[src/rtl/oled_pkg.sv]
// rtl/oled_pkg.sv - display geometry, SSD-style window opcodes and streamer FSM states
package oled_pkg;

    localparam int OLED_COLS   = 96;
    localparam int OLED_PAGES  = 8;
    localparam int OLED_NBYTES = OLED_COLS * OLED_PAGES;
    localparam int OLED_AW     = 10;

    localparam logic [7:0] CMD_SET_COL  = 8'h21;
    localparam logic [7:0] CMD_SET_PAGE = 8'h22;

    typedef enum logic [2:0] {
        ST_IDLE,
        ST_CMD,
        ST_CMD_WAIT,
        ST_FETCH,
        ST_LATCH,
        ST_SEND,
        ST_SEND_WAIT,
        ST_DONE
    } oled_state_t;

endpackage

[src/rtl/oled_frame_streamer.sv]
// rtl/oled_frame_streamer.sv - sends the window preamble then the whole framebuffer over the SPI byte master
module oled_frame_streamer
    import oled_pkg::*;
#(
    parameter int COLS   = OLED_COLS,
    parameter int PAGES  = OLED_PAGES,
    parameter int NBYTES = COLS * PAGES,
    parameter int AW     = OLED_AW
) (
    input  logic          clk,
    input  logic          reset,
    input  logic          oled_ready,
    input  logic          frame_start,
    output logic          busy,
    output logic          frame_done,
    output logic [AW-1:0] fb_addr,
    input  logic [7:0]    fb_data,
    output logic          spi_start,
    output logic [7:0]    spi_data,
    input  logic          spi_done,
    output logic          dc
);

    localparam logic [AW-1:0] LAST_BYTE = AW'(NBYTES - 1);
    localparam logic [2:0]    LAST_CMD  = 3'd5;
    localparam logic [7:0]    LAST_COL  = 8'(COLS - 1);
    localparam logic [7:0]    LAST_PAGE = 8'(PAGES - 1);

    oled_state_t     state;
    oled_state_t     next_state;
    logic [2:0]      cmd_idx;
    logic [AW-1:0]   byte_idx;
    logic            pending;
    logic            accept;

    // Addressing window covering the full panel: columns 0..COLS-1, pages 0..PAGES-1
    function automatic logic [7:0] cmd_byte(input logic [2:0] idx);
        case (idx)
            3'd0:    cmd_byte = CMD_SET_COL;
            3'd1:    cmd_byte = 8'h00;
            3'd2:    cmd_byte = LAST_COL;
            3'd3:    cmd_byte = CMD_SET_PAGE;
            3'd4:    cmd_byte = 8'h00;
            3'd5:    cmd_byte = LAST_PAGE;
            default: cmd_byte = 8'h00;
        endcase
    endfunction

    assign accept = oled_ready && (frame_start || pending);

    always_ff @(posedge clk) begin
        if (reset) begin
            state <= ST_IDLE;
        end else begin
            state <= next_state;
        end
    end

    always_comb begin
        next_state = state;
        case (state)
            ST_IDLE:      if (accept) next_state = ST_CMD;
            ST_CMD:       next_state = ST_CMD_WAIT;
            ST_CMD_WAIT:  if (spi_done) next_state = (cmd_idx == LAST_CMD) ? ST_FETCH : ST_CMD;
            ST_FETCH:     next_state = ST_LATCH;
            ST_LATCH:     next_state = ST_SEND;
            ST_SEND:      next_state = ST_SEND_WAIT;
            ST_SEND_WAIT: if (spi_done) next_state = (byte_idx == LAST_BYTE) ? ST_DONE : ST_FETCH;
            ST_DONE:      next_state = ST_IDLE;
            default:      next_state = ST_IDLE;
        endcase
    end

    // Outputs are registered so spi_data/dc stay put for the whole byte transfer
    always_ff @(posedge clk) begin
        if (reset) begin
            busy       <= 1'b0;
            frame_done <= 1'b0;
            spi_start  <= 1'b0;
            spi_data   <= 8'h00;
            dc         <= 1'b0;
            fb_addr    <= '0;
            pending    <= 1'b0;
            cmd_idx    <= '0;
            byte_idx   <= '0;
        end else begin
            spi_start  <= 1'b0;
            frame_done <= 1'b0;
            // Requests arriving mid-frame (including the DONE cycle) coalesce into one
            if (state != ST_IDLE && frame_start) pending <= 1'b1;
            case (state)
                ST_IDLE: begin
                    if (accept) begin
                        busy    <= 1'b1;
                        cmd_idx <= '0;
                        pending <= 1'b0;
                    end
                end
                ST_CMD: begin
                    dc        <= 1'b0;
                    spi_data  <= cmd_byte(cmd_idx);
                    spi_start <= 1'b1;
                end
                ST_CMD_WAIT: begin
                    if (spi_done) begin
                        if (cmd_idx == LAST_CMD) byte_idx <= '0;
                        else                     cmd_idx  <= cmd_idx + 3'd1;
                    end
                end
                ST_FETCH: fb_addr <= byte_idx;
                ST_SEND: begin
                    dc        <= 1'b1;
                    spi_data  <= fb_data;
                    spi_start <= 1'b1;
                end
                ST_SEND_WAIT: begin
                    if (spi_done && byte_idx != LAST_BYTE) byte_idx <= byte_idx + 1'b1;
                end
                ST_DONE: begin
                    frame_done <= 1'b1;
                    busy       <= 1'b0;
                end
                default: ;
            endcase
        end
    end

endmodule

[config.mk]
export PLATFORM = sky130hd
export DESIGN_NAME = oled_frame_streamer
export DESIGN_NICKNAME = d
export VERILOG_FILES = /design/src/rtl/oled_pkg.sv /design/src/rtl/oled_frame_streamer.sv
export SDC_FILE = /design/constraint.sdc
export NUM_CORES = 1
export LEC_CHECK = 0
export CORE_ASPECT_RATIO = 0.8
export CORE_MARGIN = 5
export CORE_UTILIZATION = 36
export CTS_BUF_LIST = sky130_fd_sc_hd__clkbuf_16
export DETAILED_ROUTE_END_ITERATION = 7
export PLACE_DENSITY_LB_ADDON = 0.25
export SYNTH_ARGS = -nofsm -noshare
export SYNTH_HDL_FRONTEND = slang
export SYNTH_SLANG_ARGS = --single-unit
[constraint.sdc]
create_clock -name clk -period 2.85 [get_ports clk]
set_input_delay 0.285 -clock clk [delete_from_list [all_inputs] [get_ports clk]]
set_output_delay 0.285 -clock clk [all_outputs]
set_load 0.05 [all_outputs]
==> reports/qor.yml, run 1 <==
outcome: "complete, no violations"
place_area_sq_mm: 0.00222
cp-startpoint: "state[1]"
synth_cell_types: 41
io_pins: 35
drv_cap: 0
fillers: 522
p_leak_nw: 0.896
io_buffers: 34
async_reset_ff_share_pct: 0
tns_ns: 0
chipWidth_um: 90.4
cp_max_fo: 18
comb_power_share_pct: 9.9
reg2reg_to: "byte_idx[6]"
drt-pass1-iter-count: 4
antenna_found_initial: 0
drt_iter0_drc: 144
grt_max_degree: 22
switching_share_pct: 24.0
rrSetupSlack_ns: 1.01
numCtsBuffers: 5
slowest_delay_ns: 0.67
p_int_uw: 926
startpoint_type: "flip-flop"
max-vdd-ir-drop_uv: 314
netlist.area_leader.share_pct: 41.9
viasPerCell: 5.29
pwr-share-seq_pct: 46.8
syn_to_final_growth_pct: 26.7
worst_ep_required_time_ns: 2.98
cts.clk_slew.worst_paths_ns: 0.06
clock-sinks: 39
rsz0062_at_grt: "no"
hold_violations: 0
crit_path_top_delay_cell: "dfxtp_1"
postCtsHoldBufs: 0
grt_pass1_wl_um: 7060
p_clk_share_pct: 43.3
setup_viol: 0
syn_area_per_cell_sq_um: 8.50
critical_path_class: "reg2reg"
die_h_um: 74.3
r2r_cells: 4
cp-endpoint: "byte_idx[6]"
grt_overflow: 0
cp-end-kind: "flip-flop"
rows: 23
finalMaxSlewViolations: 0
hpwl_um: 2970
synth-seq-cells: 39
power_density_mw_per_mm2: 517
post_route_cells_drive_above_1_share_pct: 6.45
synth-main-ff-cell: "dfxtp_1"
synth_top_area_cell: "dfxtp_1"
drc: 0
worstPathArrival_ns: 1.98
yosys_warnings: 0
cts_tree: "built"
skew_ns: 0.00301
final.min_clock_period_ns: 1.84
start_util_pct: 37.2
cts-resized-gates: 0
htree_levels: 2
synthCells: 219
seq_area_frac_synth_pct: 41.9
yosys-top-cells-area: "dfxtp_1, a21oi_1, mux2i_1, ha_1, nand2_1"
r2r_start: "state[1]"
final_nets: 266
drt-wirelength-per-cell_um: 13.5
dr_total_vias: 1640
min_path_type: "reg2reg"
place.gp.congestion: 0.843
wl_um: 4180
syn_nets: 238
grt_pass1_vias: 1484
ant_nets: 0
finalCritPeriodShare_pct: 64.7
cp_cell_sequence: "nor2b_1 > nand4_1 > nand2_1 > a311oi_1"
grt.total_usage_pct: 12.9
clockRootBuffer: "clkbuf_16"
worstMarginPinSlew_ns: 0.667
n_antenna_cell: 0
synth_edf_count: 0
place_ws_ns: 0.927
core_area_sq_mm: 0.00501
clk_latency_ns: 0.28
synth_commonest_cells: "dfxtp_1, a21oi_1, nand2_1, nor2_1, mux2i_1"
switchingPower_uw: 293
syn_area_sq_mm: 0.00186
cts_setup_buffers: 0
final_area_sq_mm: 0.00236
post-route-util_pct: 47.1
relSlewSlack_pct: 55.4
yosysMostFrequentCell: "dfxtp_1"
setup_ws_ns: 1.01
die-area_sq_mm: 0.00672
fmax_ghz: 0.542
clock_tree.buffer_depth: 2
-- area by class of cell --
cell class / count / area (sq um) / share of cell area [%]
Multi-Input combinational cell: 157 / 967 / 41.0
Sequential cell: 39 / 781 / 33.1
Timing Repair Buffer: 38 / 370 / 15.7
Clock buffer: 5 / 125 / 5.31
Tap cell: 62 / 77.6 / 3.29
Inverter: 6 / 22.5 / 0.955
Clock inverter: 3 / 15.0 / 0.637
-- routing by layer --
layer	GRT usage, %	share of wire (%)	vias up
met5	0	0	-
met4	4.46	0.91	0
met3	4.55	6.2	4
met2	19.0	41	29
met1	17.8	52	768
li1	-	-	839
-- sequential cells by signal (all words and copies together), names as in the netlist, 3 cells and up --
name,count
spi_data,8
fb_addr,10
byte_idx,10
cmd_idx,3
state,3
-- worst min path at each step --
| stage | cells past startpoint | slack, ns | endpoint | start |
|---|---|---|---|---|
| after floorplan | 2 | 0.45 | spi_data[7] | fb_data[7] |
| after global placement | 2 | 0.44 | spi_data[7] | spi_data[7] |
| after detailed placement | 2 | 0.45 | spi_data[7] | spi_data[7] |
| after CTS | 2 | 0.45 | spi_data[7] | spi_data[7] |
| after global routing | 2 | 0.49 | dc | dc |
| final | 2 | 0.45 | spi_data[0] | spi_data[0] |
-- layout by cell type, fill, tap and decap left out, types with 3 or more instances in the layout --
master,count
mux2i_1,10
a21oi_1,24
nand2b_1,9
and2_1,3
ha_1,6
dfxtp_1,39
buf_4,4
nand2_1,20
clkbuf_16,5
nand3_1,8
nor3_1,6
o32ai_1,3
a31oi_1,4
nor2b_1,3
nand4_1,6
nor2_1,20
a311oi_1,3
clkinv_2,3
inv_1,6
clkdlybuf4s50_1,34
o21ai_0,8
-- stage by stage --
stage / total power [mW] / std cells / hold slack [ns]
CTS: 1.23 / 310 / 0.455
detailed placement: 0.703 / 302 / 0.446
floorplan: 0.655 / 219 / 0.453
global route: 1.27 / 310 / 0.489
finish: 1.22 / 310 / 0.451
global placement: 0.702 / 302 / 0.439
-- kinds of logic after synthesis --
logic type	after synthesis	share of synthesized area, %
adders and majority gates	6	4.03
AOI/OAI and AO/OA	56	19.5
DFF	39	41.9
muxes	10	5.38
and+or+nand+nor	85	23.1
buffers and inverters	23	6.12
-- power groups by stage --
| stage | Sequential (mW) | Combinational (mW) | Clock, mW |
|---|---|---|---|
| after floorplan | 0.604 | 0.0516 | 0 |
| after global placement | 0.582 | 0.120 | 0 |
| after detailed placement | 0.582 | 0.121 | 0 |
| after CTS | 0.570 | 0.121 | 0.543 |
| after global routing | 0.572 | 0.131 | 0.567 |
| final | 0.570 | 0.120 | 0.528 |
-- critical path: cells and delay by family, from the launching register on --
family	cells	cell delay [ns]
AO/OA/AOI/OAI	1	0.11
flip-flops	1	0.67
AND/OR/NAND/NOR	3	0.92
Note: power is estimated with default switching activity, not from simulation.
==> run 2: changes to the inputs <==
Clock period 2.85 ns to 1.5 ns, I/O delays scaled along.
==> run 2 against run 1 <==
  * The flow now finishes with violations (setup timing)
  * Combinational power grew 110%
  * Register-to-register slack lost 1.0 ns
  * Final cell count grew 9.4%
  * Non-clock buffer count grew 29
  * Power grew 89%
==> reports/qor.yml, run 2 (synthesis results as in run 1) <==
outcome: "complete, but fails checks"
violations: "setup timing"
grt_pass1_vias: 1683
relSlewSlack_pct: 74.1
die-area_sq_mm: 0.00672
grt.total_usage_pct: 14.0
drv_cap: 0
dr_total_vias: 1734
rsz0062_at_grt: "yes"
n_antenna_cell: 0
cp_max_fo: 8
hpwl_um: 3330
core_area_sq_mm: 0.00501
cp_cell_sequence: "nand4b_1 > a31o_4 > or4_1 > o21ai_1"
hold_violations: 0
drt-pass1-iter-count: 4
p_leak_nw: 1.09
grt_max_degree: 20
layout_commonest_cell: "buf_4"
die_h_um: 74.3
numCtsBuffers: 5
dp_cells: 329
cts_tree: "built"
finalCritPeriodShare_pct: 102
skew_ns: 0.00422
drt_iter0_drc: 107
max-vdd-ir-drop_uv: 639
setup_ws_ns: -0.0288
reg_top3: "byte_idx x10, fb_addr x10, spi_data x8"
cts.clk_slew.worst_paths_ns: 0.05
ant_nets: 0
clockRootBuffer: "clkbuf_16"
wl_um: 4560
slowest_delay_ns: 0.40
critical_path_class: "reg2reg"
finalMaxSlewViolations: 0
fillers: 492
viasPerCell: 5.12
drt-wirelength-per-cell_um: 13.5
final_area_sq_mm: 0.00257
post_route_cells_drive_above_1_share_pct: 26.4
clk_latency_ns: 0.28
place_area_sq_mm: 0.00238
antenna_found_initial: 0
final_cells: 339
tns_ns: -0.0288
grt_overflow: 0
drc: 0
grt_pass1_wl_um: 7710
htree_levels: 2
startpoint_type: "flip-flop"
syn_to_final_growth_pct: 38.0
crit_path_top_delay_cell: "or4_1"
power_density_mw_per_mm2: 897
worst_ep_required_time_ns: 1.71
cp-end-kind: "flip-flop"
clock_tree.buffer_depth: 2
chipWidth_um: 90.4
clock-sinks: 39
place.gp.congestion: 0.812
worstPathArrival_ns: 1.74
cp-startpoint: "state[0]"
final.min_clock_period_ns: 1.53
worstMarginPinSlew_ns: 0.384
start_util_pct: 37.2
r2r_start: "state[0]"
layout_common_cells: "buf_4, dfxtp_1, a21oi_1"
rows: 23
postCtsHoldBufs: 0
io_pins: 35
final_nets: 295
fmax_ghz: 0.654
hp-start: "fb_data[7]"
timing.hold.ws_ns: 0.452
setup_viol: 1
io_buffers: 34
min_path_type: "in2reg"
## run 2: layout make-up
type | instances | area [sq um] | share of cell area [%]
multi-input combinational | 157 | 1000 | 39.1
sequential | 39 | 788 | 30.7
inverter | 6 | 22.5 | 0.877
tap | 62 | 77.6 | 3.02
timing repair buffer | 67 | 541 | 21.0
clock inverter | 3 | 11.3 | 0.438
clock buffer | 5 | 125 | 4.87
## run 2: worst paths after layout
| kind | end | slack (ns) | cells after the start |
|---|---|---|---|
| worst max-delay path | byte_idx[8] | -0.03 | 4 |
| worst min-delay path | spi_data[7] | 0.45 | 3 |
| worst max register to register | byte_idx[8] | -0.03 | 4 |
| worst min register to register | spi_data[5] | 0.46 | 2 |
## run 2: what timing repair did
| item | in CTS | in global routing |
|---|---|---|
| hold endpoints to repair | 0 | 0 |
| resized for setup | 1 | 13 |
| buffers inserted | 2 | 0 |
| setup endpoints to repair | 1 | 15 |
| pin swaps | 1 | 5 |
## run 2: worst max-delay path, delay by kind of cell (launching register included)
family             cells  cell delay [ns]
AOI/OAI and AO/OA      2             0.38
DFF                    1             0.36
and+or+nand+nor        2             0.71
## run 2: layer usage
metal  vias up  wire, um  track usage [%]
li1        903         -                -
met4         0        70             4.79
met1       783      2270             18.7
met5         -         0                0
met2        41      1930             21.3
met3         7       295             4.75
## run 2: per-stage QoR
step | setup WS, ns | util, % | power (mW)
after detailed placement | -0.165 | 47.6 | 1.34
after global placement | -0.117 | 47.6 | 1.34
after floorplan | -0.0292 | - | 1.25
after global routing | -0.0819 | 51.3 | 2.41
after CTS | 0.0135 | 50.6 | 2.35
final | -0.0288 | 51.3 | 2.30
## run 2: report_power, final
part	total [mW]	internal (mW)	switching [mW]
combinational	0.247	0.102	0.145
clock	0.981	0.597	0.384
sequential	1.08	1.06	0.0179
==> run 3: changes to the inputs <==
Settings changed: ABC_CLOCK_PERIOD_IN_PS from default to 1500.
==> results of run 3 <==
Same layout as run 2: the final DEF is identical, and so are final timing and power.
